--- src/rtl/bp_bht_pkg.sv ---
// Shared definitions for the bp_bht dynamic branch predictor.
//   - RISC-V opcode constants used by the IF-stage decoder
//   - hold-bus and instruction-address bus widths of the tinyriscv core
//   - bp_ctr_init(): reset value of a prediction counter (weakly not-taken)
//   - opc_class_e / bp_classify(): coarse opcode classification
package bp_bht_pkg;

  localparam int unsigned HOLD_FLAG_W = 3;   // Hold_Flag_Bus
  localparam int unsigned INST_ADDR_W = 32;  // InstAddrBus

  localparam logic [6:0] INST_JAL    = 7'b1101111;
  localparam logic [6:0] INST_TYPE_B = 7'b1100011;

  typedef enum logic [1:0] {
    OPC_OTHER  = 2'd0,
    OPC_JAL    = 2'd1,
    OPC_BRANCH = 2'd2
  } opc_class_e;

  // Weakly not-taken: the largest value whose MSB is still clear.
  function automatic int unsigned bp_ctr_init(input int unsigned ctr_w);
    return (32'd1 << (ctr_w - 1)) - 32'd1;
  endfunction

  function automatic opc_class_e bp_classify(input logic [6:0] opcode);
    opc_class_e cls;
    cls = OPC_OTHER;
    if (opcode == INST_JAL) begin
      cls = OPC_JAL;
    end else if (opcode == INST_TYPE_B) begin
      cls = OPC_BRANCH;
    end
    return cls;
  endfunction

endpackage

--- src/rtl/bp_bht_sat_ctr.sv ---
// bp_sat_ctr: CTR_W-bit saturating up/down counter with asynchronous
// active-low reset to the weakly not-taken value.
// Ports:
//   clk    in   clock
//   rst    in   asynchronous reset, active low
//   i_en   in   apply one step this cycle
//   i_inc  in   1 = count up (saturate at all-ones), 0 = count down (saturate at 0)
//   o_ctr  out  current counter value
module bp_sat_ctr
  import bp_bht_pkg::*;
#(
  parameter int unsigned CTR_W = 2
) (
  input  logic             clk,
  input  logic             rst,
  input  logic             i_en,
  input  logic             i_inc,
  output logic [CTR_W-1:0] o_ctr
);

  localparam logic [CTR_W-1:0] CTR_INIT = CTR_W'(bp_ctr_init(CTR_W));

  logic [CTR_W-1:0] r_ctr;
  logic             w_at_max;
  logic             w_at_min;

  assign w_at_max = (r_ctr == '1);
  assign w_at_min = (r_ctr == '0);

  always_ff @(posedge clk or negedge rst) begin
    if (!rst) begin
      r_ctr <= CTR_INIT;
    end else if (i_en) begin
      if (i_inc && !w_at_max) begin
        r_ctr <= r_ctr + 1'b1;
      end else if (!i_inc && !w_at_min) begin
        r_ctr <= r_ctr - 1'b1;
      end
    end
  end

  assign o_ctr = r_ctr;

endmodule

--- src/rtl/bp_bht.sv ---
// bp_bht: parametrised dynamic branch predictor for the tinyriscv IF stage.
// Decodes the fetched instruction combinationally and flags a predicted-taken
// redirect (JAL always, B-type by counter MSB) plus target to pc_reg.
// Resolved conditional branches from ex train a table of saturating counters;
// resolved/mispredicted branch counts are kept as saturating statistics.
//
// Optional build macro BP_GSHARE_EN: adds an IDX_W-bit retired global history
// register XORed into the prediction index. Ports are identical in both builds.
//
// Ports:
//   clk            in   core clock
//   rst            in   asynchronous reset, active low
//   inst_i         in   fetched instruction
//   inst_addr_i    in   PC of inst_i
//   hold_flag_i    in   pipeline hold bus, non-zero = held (no redirect)
//   isbranch_o     out  predicted taken, pc_reg loads branch_addr_o
//   branch_addr_o  out  predicted target (0 for non-JAL/B-type)
//   pred_idx_o     out  table index used for this prediction
//   upd_valid_i    in   conditional branch resolved in ex (one-cycle strobe)
//   upd_idx_i      in   pred_idx carried back from ex
//   upd_taken_i    in   actual outcome
//   upd_mispred_i  in   ex detected a misprediction
//   stat_clr_i     in   synchronous clear of statistics (wins over increment)
//   stat_pred_o    out  resolved conditional branch count (saturating)
//   stat_miss_o    out  mispredict count (saturating)
module bp_bht
  import bp_bht_pkg::*;
#(
  parameter  int unsigned ENTRIES = 64,
  parameter  int unsigned CTR_W   = 2,
  parameter  int unsigned ADDR_W  = INST_ADDR_W,
  parameter  int unsigned STAT_W  = 32,
  localparam int unsigned IDX_W   = $clog2(ENTRIES)
) (
  input  logic                   clk,
  input  logic                   rst,
  input  logic [31:0]            inst_i,
  input  logic [ADDR_W-1:0]      inst_addr_i,
  input  logic [HOLD_FLAG_W-1:0] hold_flag_i,
  output logic                   isbranch_o,
  output logic [ADDR_W-1:0]      branch_addr_o,
  output logic [IDX_W-1:0]       pred_idx_o,
  input  logic                   upd_valid_i,
  input  logic [IDX_W-1:0]       upd_idx_i,
  input  logic                   upd_taken_i,
  input  logic                   upd_mispred_i,
  input  logic                   stat_clr_i,
  output logic [STAT_W-1:0]      stat_pred_o,
  output logic [STAT_W-1:0]      stat_miss_o
);

  // ---------------------------------------------------------------------------
  // Counter table: flops, one saturating counter per entry.
  // ---------------------------------------------------------------------------
  logic [CTR_W-1:0] w_ctr [ENTRIES];

  for (genvar g = 0; g < ENTRIES; g++) begin : g_ctr
    logic w_hit;
    assign w_hit = upd_valid_i && (upd_idx_i == IDX_W'(g));

    bp_sat_ctr #(
      .CTR_W (CTR_W)
    ) u_ctr (
      .clk   (clk),
      .rst   (rst),
      .i_en  (w_hit),
      .i_inc (upd_taken_i),
      .o_ctr (w_ctr[g])
    );
  end

  // ---------------------------------------------------------------------------
  // Prediction index
  // ---------------------------------------------------------------------------
  logic [IDX_W-1:0] w_base_idx;
  logic [IDX_W-1:0] w_idx;

  assign w_base_idx = inst_addr_i[IDX_W+1:2];

`ifdef BP_GSHARE_EN
  // Retired history: shifted only by resolved branches, so it is
  // independent of speculative fetch.
  logic [IDX_W-1:0] r_ghr;

  always_ff @(posedge clk or negedge rst) begin
    if (!rst) begin
      r_ghr <= '0;
    end else if (upd_valid_i) begin
      r_ghr <= {r_ghr[IDX_W-2:0], upd_taken_i};
    end
  end

  assign w_idx = w_base_idx ^ r_ghr;
`else
  assign w_idx = w_base_idx;
`endif

  // ---------------------------------------------------------------------------
  // Immediates and targets (modulo 2^ADDR_W)
  // ---------------------------------------------------------------------------
  logic [20:0]       w_j_imm;
  logic [12:0]       w_b_imm;
  logic [ADDR_W-1:0] w_j_off;
  logic [ADDR_W-1:0] w_b_off;
  logic [ADDR_W-1:0] w_j_tgt;
  logic [ADDR_W-1:0] w_b_tgt;

  assign w_j_imm = {inst_i[31], inst_i[19:12], inst_i[20], inst_i[30:21], 1'b0};
  assign w_b_imm = {inst_i[31], inst_i[7], inst_i[30:25], inst_i[11:8], 1'b0};
  assign w_j_off = {{(ADDR_W-21){w_j_imm[20]}}, w_j_imm};
  assign w_b_off = {{(ADDR_W-13){w_b_imm[12]}}, w_b_imm};
  assign w_j_tgt = inst_addr_i + w_j_off;
  assign w_b_tgt = inst_addr_i + w_b_off;

  // ---------------------------------------------------------------------------
  // Combinational prediction. The table is read before any same-cycle update
  // lands, so a coincident update is never bypassed into the prediction.
  // ---------------------------------------------------------------------------
  logic [CTR_W-1:0] w_ctr_sel;
  opc_class_e       w_opc;

  assign w_ctr_sel = w_ctr[w_idx];
  assign w_opc     = bp_classify(inst_i[6:0]);

  always_comb begin
    isbranch_o    = 1'b0;
    branch_addr_o = '0;
    pred_idx_o    = w_idx;

    case (w_opc)
      OPC_JAL: begin
        isbranch_o    = 1'b1;
        branch_addr_o = w_j_tgt;
      end
      OPC_BRANCH: begin
        isbranch_o    = w_ctr_sel[CTR_W-1];
        branch_addr_o = w_b_tgt;
      end
      default: begin
      end
    endcase

    if (hold_flag_i != '0) begin
      isbranch_o = 1'b0;
    end

    // Outputs are combinational, so hold them at zero while reset is asserted.
    if (!rst) begin
      isbranch_o    = 1'b0;
      branch_addr_o = '0;
      pred_idx_o    = '0;
    end
  end

  // ---------------------------------------------------------------------------
  // Statistics (saturating, clear has priority)
  // ---------------------------------------------------------------------------
  logic [STAT_W-1:0] r_stat_pred;
  logic [STAT_W-1:0] r_stat_miss;
  logic              w_inc_pred;
  logic              w_inc_miss;

  assign w_inc_pred = upd_valid_i && (r_stat_pred != '1);
  assign w_inc_miss = upd_valid_i && upd_mispred_i && (r_stat_miss != '1);

  always_ff @(posedge clk or negedge rst) begin
    if (!rst) begin
      r_stat_pred <= '0;
      r_stat_miss <= '0;
    end else if (stat_clr_i) begin
      r_stat_pred <= '0;
      r_stat_miss <= '0;
    end else begin
      if (w_inc_pred) begin
        r_stat_pred <= r_stat_pred + 1'b1;
      end
      if (w_inc_miss) begin
        r_stat_miss <= r_stat_miss + 1'b1;
      end
    end
  end

  assign stat_pred_o = r_stat_pred;
  assign stat_miss_o = r_stat_miss;

endmodule

--- config.mk ---
export PLATFORM = sky130hd
export DESIGN_NAME = bp_bht
export DESIGN_NICKNAME = d
export VERILOG_FILES = /design/src/rtl/bp_bht_pkg.sv /design/src/rtl/bp_bht_sat_ctr.sv /design/src/rtl/bp_bht.sv
export SDC_FILE = /design/constraint.sdc
export NUM_CORES = 1
export LEC_CHECK = 0
export CAP_MARGIN = 30
export CORE_UTILIZATION = 41
export DETAILED_ROUTE_END_ITERATION = 6
export GPL_TIMING_DRIVEN = 0
export PLACE_DENSITY = 0.76
export SETUP_SLACK_MARGIN = 0.4
export SYNTH_ARGS = -nofsm -noshare
export SYNTH_HDL_FRONTEND = slang
export SYNTH_HIERARCHICAL = 1
export SYNTH_SLANG_ARGS = --single-unit
--- constraint.sdc ---
create_clock -name clk -period 4.78 [get_ports clk]
set_input_delay 0.956 -clock clk [delete_from_list [all_inputs] [get_ports clk]]
set_output_delay 0.956 -clock clk [all_outputs]
set_load 0.01 [all_outputs]
==> results by group, run 1 <==
Yosys
  – Biggest area contributors in the synthesized netlist: dfrtp_1, dfstp_2, nor2_1
  – Post-synthesis adder-cell area fraction: 3.69%
  – Synthesis Warnings: 6
  – Synth Area in Compound Gates: between 20% and 30%
  – Portion of the post-synthesis area used by sequential elements: approximately two fifths
  – Fraction of registers with async set or reset after synthesis: 100%
  – Post-synthesis share of cell area spent on and, or, nand and nor gates: roughly a fifth
  – Area of the mapped netlist: about 0.012 sq mm
  – Dominant synthesized flop cell: dfrtp_1
  – Multiplexer fraction of the synthesized cell area: a little under a tenth
  – XOR/XNOR share of the synthesized area: 5.30%
  – Synthesized area divided by synthesized cell count: ~9.4 sq um
  – Fraction of post-synthesis cell area in the top cell type by area: ~26%
  – Post-synthesis instance total: ~1.3k
  – Leading area contributor after synthesis: dfrtp_1
  – Largest family of logic cells by synthesized area: compound AO/OA/AOI/OAI gates
  – Seq cells post-synth: ~190
  – Unique cell type count in the Yosys netlist: 61
  – Number of nets in the synthesized netlist: 1428
  – Number of enable-type register cells in the synthesized netlist: 0

Power
  – Combinational cell fraction of total power: a little over a quarter
  – Sequential share of power: between 40% and 50%
  – Cell leakage power: approximately 6.9 nW
  – Proportion of power drawn by the clock network: between 20% and 30%
  – Worst vdd rail ir drop: around 0.31 mV
  – Power Density: approximately 330 mW/mm^2
  – Power Internal: between 0.003 and 0.004 W
  – Switching component of the power: around 0.0016 W
  – Switching share of power: 30.7%

Run status
  – Violations in the final reports: setup timing
  – Outcome: complete, but fails checks

Finish
  – Post-route core utilization: a little over half
  – Area taken by multi-input logic gates: 0.00772 sq mm
  – Register area: 0.00488 sq mm
  – Leading cell type in the layout, fill and taps excluded: nor2_1
  – Highest-count cells in the layout ignoring fill and taps: nor2_1, clkdlybuf4s50_1, dfrtp_1
  – Number of fill cells: 2577
  – Fraction of layout instances using a drive strength above 1: between 15 and 20%
  – Ant. Diodes: 0
  – Final cell area excluding filler cells: approximately 0.016 sq mm
  – Relative area change from synthesis to final layout: 30.9%
  – Fin nets: about 1.7k

Detailed routing
  – Detailed Route Iter0 Violations: 936
  – Detailed-routing iteration count for the pre-antenna-repair pass: 5
  – Total via count in the routed design: 11.3k
  – Average vias per placed instance: roughly 5.7
  – Wire length per cell after detailed routing: about 18 microns
  – Count of antenna-violating nets left after detailed routing: 0
  – # DRC: 0
  – Detailed Route WL: approximately 35 mm

Placement
  – Last weighted congestion value of the routability-driven placer: ~0.96
  – Port Buf Inserts: 180
  – Placed instance area: between 0.01 and 0.015 sq mm
  – Post-detailed-placement half-perimeter wirelength: between 20 and 25 mm

Floorplanning
  – DIE WIDTH: 176 microns
  – Placeable core region: 0.0297 sq mm
  – Count of pins on the block boundary: ~180
  – Count of standard-cell rows: between 60 and 70
  – Overall die height: 176 microns
  – Effective utilization at floorplan: a little over two fifths
  – Overall die area: approximately 0.031 sq mm

STA
  – FMAX: 207 MHz
  – Relative slew slack: between 50 and 60%
  – Unrepaired setup endpoints after global routing: yes
  – Final hold violations: 0
  – Portion of the clock cycle consumed by the worst path in the final layout: 101%
  – Transition time at the pin with the least slew margin: around 0.69 ns
  – Max-slew violations: 0
  – # setup viols final: 6
  – Largest clock skew in the final design: around 0.01 ns
  – Final worst path period need: about 4.8 ns
  – Setup WS post-layout: -0.0580 ns

Job
  – Number of violations of the max-capacitance limit: 0

Global route
  – Via count of the first global-routing pass: 10.7k
  – Number of antenna violations at the first check in global routing: 0
  – Pin count of the biggest net entering global routing: ~180
  – Total routing usage reported by global routing: 21.9%
  – Gr ovfl total: 0
  – First-pass GRT wire length: approximately 55 mm

Clock network
  – Number of CTS-inserted buffers: 17
  – Clock slew at reported path FFs: approximately 0.070 ns
  – Clock root cell: clkbuf_16
  – Clock tree buffer depth: 2
  – Clock latency at the later pin of the worst-skew pair: approximately 0.44 ns
  – Number of H-tree levels: 4
  – Clock tree from TritonCTS: done
  – Number of sinks driven by the clock tree: about 190

Worst setup path
  – Arrival time worst endpoint: just under 4 ns
  – Crit Path Category: in -> out
  – Data required time at the worst endpoint: about 3.8 ns
  – Type of origin of the critical path: input port
  – CP Max Fanout: 5
  – Critical path endpoint category: primary output

Hold path
  – Path category of the worst min-delay check: in -> async
==> registers in the layout, summed over array words and instances, names as in the netlist <==
signal             flops
stat_pred_o           32
stat_miss_o           32
g_ctr.u_ctr/o_ctr    128
==> final timing paths <==
check,start,end,slack (ns),depth (start not counted)
max in group asynchronous,rst,g_ctr[44].u_ctr/o_ctr[0],3.41,2
setup / recovery,inst_i[5],branch_addr_o[27],-0.06,16
hold reg to reg,g_ctr[8].u_ctr/o_ctr[0],g_ctr[8].u_ctr/o_ctr[0],0.48,1
hold / removal,rst,stat_pred_o[17],0.42,1
setup reg to reg,stat_pred_o[4],stat_pred_o[25],2.32,8
min in group clk,g_ctr[8].u_ctr/o_ctr[0],g_ctr[8].u_ctr/o_ctr[0],0.48,1
==> final cells by class <==
type	instances	share of cell area [%]
inverter	12	0.301
sequential	192	30.1
timing repair buffer	232	13.8
tap	390	3.01
buffer	40	1.58
clock buffer	22	2.93
multi-input combinational	1069	47.6
clock inverter	10	0.786
==> critical path, stage by stage <==
cell and delay (ns):
buf_6 0.07, nand3_4 0.07, nor3b_4 0.28, nand2_4 0.12, clkbuf_8 0.18, mux2_4 0.31
ha_4 0.22, nor2b_4 0.13, o31a_1 0.33, o21ai_2 0.25, o21ai_4 0.12, buf_12 0.14
o211ai_1 0.28, nand3_1 0.12, a21oi_1 0.13, buf_2 0.16
==> cell families after synthesis <==
family,Yosys count
DFF,192
muxes,91
and+or+nand+nor,476
adders and majority gates,36
AOI/OAI and AO/OA,391
buffers and inverters,52
xor gates and xnor gates,75
==> cells in the mapped netlist, types with 35 or more instances <==
cell and instances:
a22o_1 64, mux2i_1 68, a21boi_0 66, o21ai_0 87
a21o_1 81, nor2_1 183, clkbuf_1 36, dfrtp_1 128
a21oi_1 46, nand2b_1 66, dfstp_2 64, nand2_1 67
xor2_1 46, ha_1 35
==> power by group through the flow <==
stage	sequential (W)	combinational, W	clock, W
floorplan	0.00234	0.000934	0
global placement	0.00241	0.00121	0
detailed placement	0.00244	0.00126	0
CTS	0.00243	0.00139	0.00149
global route	0.00250	0.00155	0.00155
finish	0.00244	0.00143	0.00146
==> layer usage <==
metal,up-vias,part of all wire [%],global-route usage (%)
met5,-,0,0
met4,0,1.8,6.12
met3,58,5.7,3.68
met1,5557,43,27.9
met2,390,50,38.0
li1,5294,-,-
==> per-stage QoR <==
step	TNS [ns]	hold slack (ns)	worst slack (ns)	total power (W)	cells
global route	-1.41	0.443	-0.161	0.00561	1967
global placement	-1412.65	0.469	-7.87	0.00362	1883
floorplan	0	0.466	0.362	0.00327	1313
detailed placement	-25.06	0.475	-1.37	0.00371	1885
CTS	-0.552	0.438	-0.0956	0.00530	1954
finish	-0.153	0.419	-0.0580	0.00534	1967
==> repair_timing <==
action                                  4_1_cts  5_1_grt
endpoints found under the setup margin       32       31
hold buffers                                  0        0
resized for setup                           211       33
gates cloned                                  2        1
pin swaps                                    47       17
setup buffers                                35       11
(Power assumes the default switching activity.)
==> run 2, diff against run 1 <==
Settings changed: CORE_UTILIZATION 41 to 55, PLACE_DENSITY 0.76 to 0.91, RECOVER_POWER from default to 25.
Clock period 4.78 ns to 5.2 ns, I/O delays scaled along.
==> results by group, run 2 (synthesized netlist as in run 1, its figures left out) <==
Worst setup path
  – Type of origin of the critical path: input port
  – Data required time at the worst endpoint: approximately 4.2 ns
  – Crit Path Category: in -> out
  – CP Max Fanout: 4
  – Arrival time worst endpoint: 3.99 ns
  – Critical path endpoint category: primary output

Global route
  – Gr ovfl total: 0
  – Via count of the first global-routing pass: roughly 11k
  – Number of antenna violations at the first check in global routing: 0
  – First-pass GRT wire length: around 56 mm
  – Total routing usage reported by global routing: roughly 30%
  – Pin count of the biggest net entering global routing: just under 200

Power
  – Total Power Consumption: just under 0.005 W
  – Power Density: 306 mW/mm^2
  – Cell leakage power: between 6 and 7 nW
  – Worst vdd rail ir drop: between 0.2 and 0.3 mV

STA
  – Largest clock skew in the final design: 0.0104 ns
  – # setup viols final: 0
  – Final worst path period need: between 5 and 6 ns
  – FMAX: about 200 MHz
  – Relative slew slack: between 30% and 40%
  – Transition time at the pin with the least slew margin: between 0.9 and 1 ns
  – Sum Neg Setup Slack: 0 ns
  – Portion of the clock cycle consumed by the worst path in the final layout: a little over nine tenths
  – Unrepaired setup endpoints after global routing: yes
  – Max-slew violations: 0
  – Final hold violations: 0

Run status
  – Violations in the final reports: DRC
  – Outcome: complete, but fails checks

Floorplanning
  – Count of pins on the block boundary: 182
  – DIE WIDTH: 152 microns
  – Effective utilization at floorplan: 56.5%
  – Overall die height: 152 microns
  – Count of standard-cell rows: 54
  – Placeable core region: around 0.022 sq mm
  – Overall die area: roughly 0.023 sq mm

Clock network
  – Clock tree buffer depth: 2
  – Number of H-tree levels: 4
  – Clock root cell: clkbuf_16
  – Clock slew at reported path FFs: roughly 0.070 ns
  – Number of CTS-inserted buffers: 17
  – Clock tree from TritonCTS: done
  – Hold Buf Count CTS: 0
  – Number of sinks driven by the clock tree: between 150 and 200
  – Clock latency at the later pin of the worst-skew pair: ~0.44 ns

Placement
  – Post-detailed-placement half-perimeter wirelength: between 20 and 25 mm
  – Port Buf Inserts: between 150 and 200
  – Last weighted congestion value of the routability-driven placer: ~0.93
  – Placed instance area: ~0.015 sq mm

Detailed routing
  – Detailed Route WL: between 30 and 40 mm
  – Detailed-routing iteration count for the pre-antenna-repair pass: 7
  – # DRC: 22
  – Wire length per cell after detailed routing: 19.4 microns
  – Detailed Route Iter0 Violations: approximately 1.0k
  – Count of antenna-violating nets left after detailed routing: 0
  – Total via count in the routed design: roughly 12k
  – Average vias per placed instance: between 6 and 7

Finish
  – Final cell area excluding filler cells: approximately 0.016 sq mm
  – Max FFs per register: roughly 130
  – Highest-count cells in the layout ignoring fill and taps: nor2_1, clkdlybuf4s50_1, dfrtp_1
  – Ant. Diodes: 0
  – Relative area change from synthesis to final layout: 29.6%
  – Post-route core utilization: around 73%
  – Fraction of layout instances using a drive strength above 1: 18.0%
  – Leading cell type in the layout, fill and taps excluded: nor2_1
  – Fin nets: around 1.7k

Hold path
  – Path category of the worst min-delay check: reg -> reg

Job
  – Number of violations of the max-capacitance limit: 0
run 2: report_power, final:
group	internal, W	switching [W]	leakage [nW]
clock network	0.000679	0.000625	0.273
logic	0.000768	0.000589	4.23
registers	0.00187	0.000390	2.42
run 2: through the flow:
stage	hold WS, ns	instances	setup WS [ns]
floorplan	0.466	1313	0.416
global placement	0.469	1773	-7.13
detailed placement	0.473	1775	-1.30
CTS	0.484	1845	0.237
global route	0.491	1862	0.0697
finish	0.483	1862	0.167
run 2: worst paths after layout:
kind                            cells after the start                startpoint                        to  slack [ns]
worst max-delay path                               17                 inst_i[1]         branch_addr_o[27]        0.17
worst min-delay path                                1  g_ctr[62].u_ctr/o_ctr[0]  g_ctr[62].u_ctr/o_ctr[0]        0.48
worst max register to register                      8            stat_pred_o[4]           stat_pred_o[17]        2.59
worst min register to register                      1  g_ctr[62].u_ctr/o_ctr[0]  g_ctr[62].u_ctr/o_ctr[0]        0.48
max in group asynchronous                           2                       rst  g_ctr[36].u_ctr/o_ctr[0]        3.58
min in group asynchronous                           1                       rst            stat_pred_o[6]        0.65
run 2: layout make-up:
cell class              count  area, sq um
well taps                 280          350
inverters                  12         48.8
flip-flops and latches    192         4880
repair buffers            237         2220
clock buffers              18          429
clock inverters            14          145
plain buffers              40          256
multi-input cells        1069         7740
fillers                  1433         5880
run 2: critical path: stages:
cell and delay [ns]:
buf_8 0.07, nand3_4 0.07, nor3b_4 0.27, nand2_4 0.14, buf_8 0.17, mux2_4 0.31
ha_4 0.26, nor2b_4 0.13, o31a_1 0.29, o21ai_4 0.20, o21ai_4 0.11, buf_6 0.13
buf_6 0.10, o211ai_1 0.23, nand3_1 0.14, a21oi_2 0.17, buf_2 0.15
run 2: routing by layer:
layer | vias to the layer above | track usage [%] | routed length [microns]
li1 | 5299 | - | -
met1 | 5698 | 36.0 | 14000
met2 | 569 | 50.7 | 17400
met3 | 183 | 5.32 | 2720
met4 | 0 | 14.4 | 1930
met5 | - | 0 | 0
run 2: what timing repair did:
item	4_1_cts	5_1_grt
pin swaps	30	41
resized for setup	186	64
gates cloned	1	0
setup buffers	37	17
endpoints found under the setup margin	31	28
==> run 3, diff against run 2 <==
Settings changed: RECOVER_POWER 25 to 100.
==> results by group, run 3 (synthesized netlist as in run 1, its figures left out) <==
Finish
  – Register area: a little under 0.005 sq mm
  – Fraction of layout instances using a drive strength above 1: between 15 and 20%
  – Max FFs per register: roughly 130
  – Leading cell type in the layout, fill and taps excluded: nor2_1
  – Layout Cells excl Fill: roughly 1.9k
  – Relative area change from synthesis to final layout: 29.3%
  – Highest-count cells in the layout ignoring fill and taps: nor2_1, dfrtp_1, a21o_1, o21ai_0, dlygate4sd3_1
  – Area taken by multi-input logic gates: 0.00772 sq mm
  – Number of fill cells: ~1.4k
  – Fin nets: about 1.7k

Worst setup path
  – Critical path endpoint category: primary output
  – Type of origin of the critical path: input port
  – Crit-path cells: buf_8 -> nand3_4 -> nor3b_4 -> nand2_4 -> mux2_4 -> ha_4 -> inv_2 -> fa_1 -> nor2b_4 -> o31a_1 -> o21ai_4 -> o21ai_4 -> buf_6 -> buf_4 -> a21oi_2 -> xor2_1 -> nor2_1 -> buf_2
  – CP Max Fanout: 4
  – Data required time at the worst endpoint: about 4.2 ns
  – Critical path buffers and inverters: 5
  – Family with the most delay on the worst path: compound AO/OA/AOI/OAI gates
  – Critical path's largest stage delay: around 0.33 ns
  – Cell seen most often among critical-path stages: o21ai_4
  – Arrival time worst endpoint: a little over 4 ns
  – Crit Path Category: in -> out
  – Slowest stage cell, crit path: mux2_4

Job
  – Number of violations of the max-capacitance limit: 0

Global route
  – Via count of the first global-routing pass: 11.4k
  – Pin count of the biggest net entering global routing: 194
  – Gr ovfl total: 0
  – Total routing usage reported by global routing: 29.6%
  – Number of antenna violations at the first check in global routing: 1
  – First-pass GRT wire length: between 50 and 60 mm

STA
  – Sum Neg Setup Slack: 0 ns
  – Largest clock skew in the final design: slightly above 0.01 ns
  – Max-slew violations: 0
  – Final worst path period need: 5.07 ns
  – Portion of the clock cycle consumed by the worst path in the final layout: 97.5%
  – Relative slew slack: between 30% and 40%
  – Worst-case hold slack: around 0.48 ns
  – # setup viols final: 0
  – Transition time at the pin with the least slew margin: between 0.9 and 1 ns
  – FMAX: roughly 200 MHz
  – Final hold violations: 0
  – Unrepaired setup endpoints after global routing: yes

Run status
  – Outcome: complete, but fails checks
  – Violations in the final reports: DRC

Floorplanning
  – Effective utilization at floorplan: 56.5%
  – DIE WIDTH: ~150 microns
  – Count of standard-cell rows: 54
  – Placeable core region: between 0.02 and 0.025 sq mm
  – Overall die area: 0.0231 sq mm
  – Overall die height: around 150 microns
  – Count of pins on the block boundary: 182

Detailed routing
  – Detailed Route Iter0 Violations: 1080
  – Count of antenna-violating nets left after detailed routing: 0
  – Total via count in the routed design: ~12k
  – Detailed Route WL: approximately 36 mm
  – Detailed-routing iteration count for the pre-antenna-repair pass: 7
  – Average vias per placed instance: between 6 and 7
  – Wire length per cell after detailed routing: a little under 20 microns
  – # DRC: 24

Clock network
  – Number of CTS-inserted buffers: 17
  – Clock tree buffer depth: 2
  – Clock root cell: clkbuf_16
  – Number of H-tree levels: 4
  – Number of sinks driven by the clock tree: approximately 190
  – Hold Buf Count CTS: 0
  – Clock tree from TritonCTS: done
  – Clock slew at reported path FFs: roughly 0.07 ns
  – Clock latency at the later pin of the worst-skew pair: about 0.44 ns

Placement
  – Port Buf Inserts: 180
  – Post-detailed-placement half-perimeter wirelength: 22.4 mm
  – Last weighted congestion value of the routability-driven placer: 0.927
  – Dpl cells: 1775

Power
  – Cell leakage power: slightly above 7 nW
  – Worst vdd rail ir drop: between 0.2 and 0.3 mV
  – Power Density: 307 mW/mm^2

Hold path
  – Path category of the worst min-delay check: reg -> reg
-- run 3: cell count changes in the layout (fill, tap and decap cells not counted), sizes merged --
cell           before  now
dlymetal6s2s        6    4
clkdlybuf4s25       0    1
dlygate4sd3         0   77
clkbuf             54   57
diode               0    1
clkdlybuf4s50     141   64
buf                88   86
-- run 3: final cells by class --
cell class / count / area share [%]
multi-input combinational: 1069 / 48.2
buffer: 40 / 1.53
clock buffer: 18 / 2.68
timing repair buffer: 237 / 13.8
antenna: 1 / 0.0156
inverter: 12 / 0.304
tap: 280 / 2.19
sequential: 192 / 30.5
clock inverter: 14 / 0.905
-- run 3: per-stage QoR --
step                total power (W)  util, %  cell area [sq um]  setup WS, ns
floorplan                   0.00300        -              12400         0.416
global placement            0.00331     66.3              14600         -7.13
detailed placement          0.00341     66.6              14600         -1.30
CTS                         0.00483     72.1              15800         0.237
global route                0.00514     73.0              16000        0.0422
finish                      0.00492     73.0              16000         0.132
-- run 3: repair_timing --
action,4_1_cts,5_1_grt
cloned,1,0
pin swaps,30,41
endpoints found under the hold margin,0,0
gates resized for setup,186,64
endpoints found under the setup margin,31,28
buffers inserted,37,17
-- run 3: path summary, 6_finish.rpt --
path                       cells after the start                     start  slack, ns                  endpoint
max in group asynchronous                      2                       rst       3.55  g_ctr[36].u_ctr/o_ctr[0]
min in group asynchronous                      1                       rst       0.67            stat_pred_o[6]
max reg2reg                                    9            stat_pred_o[5]       2.44           stat_pred_o[31]
min reg2reg                                    1  g_ctr[62].u_ctr/o_ctr[0]       0.48  g_ctr[62].u_ctr/o_ctr[0]
min                                            1  g_ctr[62].u_ctr/o_ctr[0]       0.48  g_ctr[62].u_ctr/o_ctr[0]
max                                           18                 inst_i[1]       0.13         branch_addr_o[21]
-- run 3: worst reg2reg max path, delay by kind of cell, from the launching register on --
family,cells,cell delay [ns]
simple gates,6,1.56
buf+inv,2,0.46
flops,1,0.44
xor+xnor,1,0.17
-- run 3: where the power goes --
part,switching (W),internal [W],total [W]
clock,0.000626,0.000678,0.00130
sequential,0.000391,0.00187,0.00226
combinational,0.000588,0.000765,0.00135
total,0.00161,0.00331,0.00492
-- run 3: metal layers --
layer	track usage (%)	share of wire, %
met1	36.0	39
met2	50.7	48
met3	5.32	7.9
met4	14.4	5.1
met5	0	0
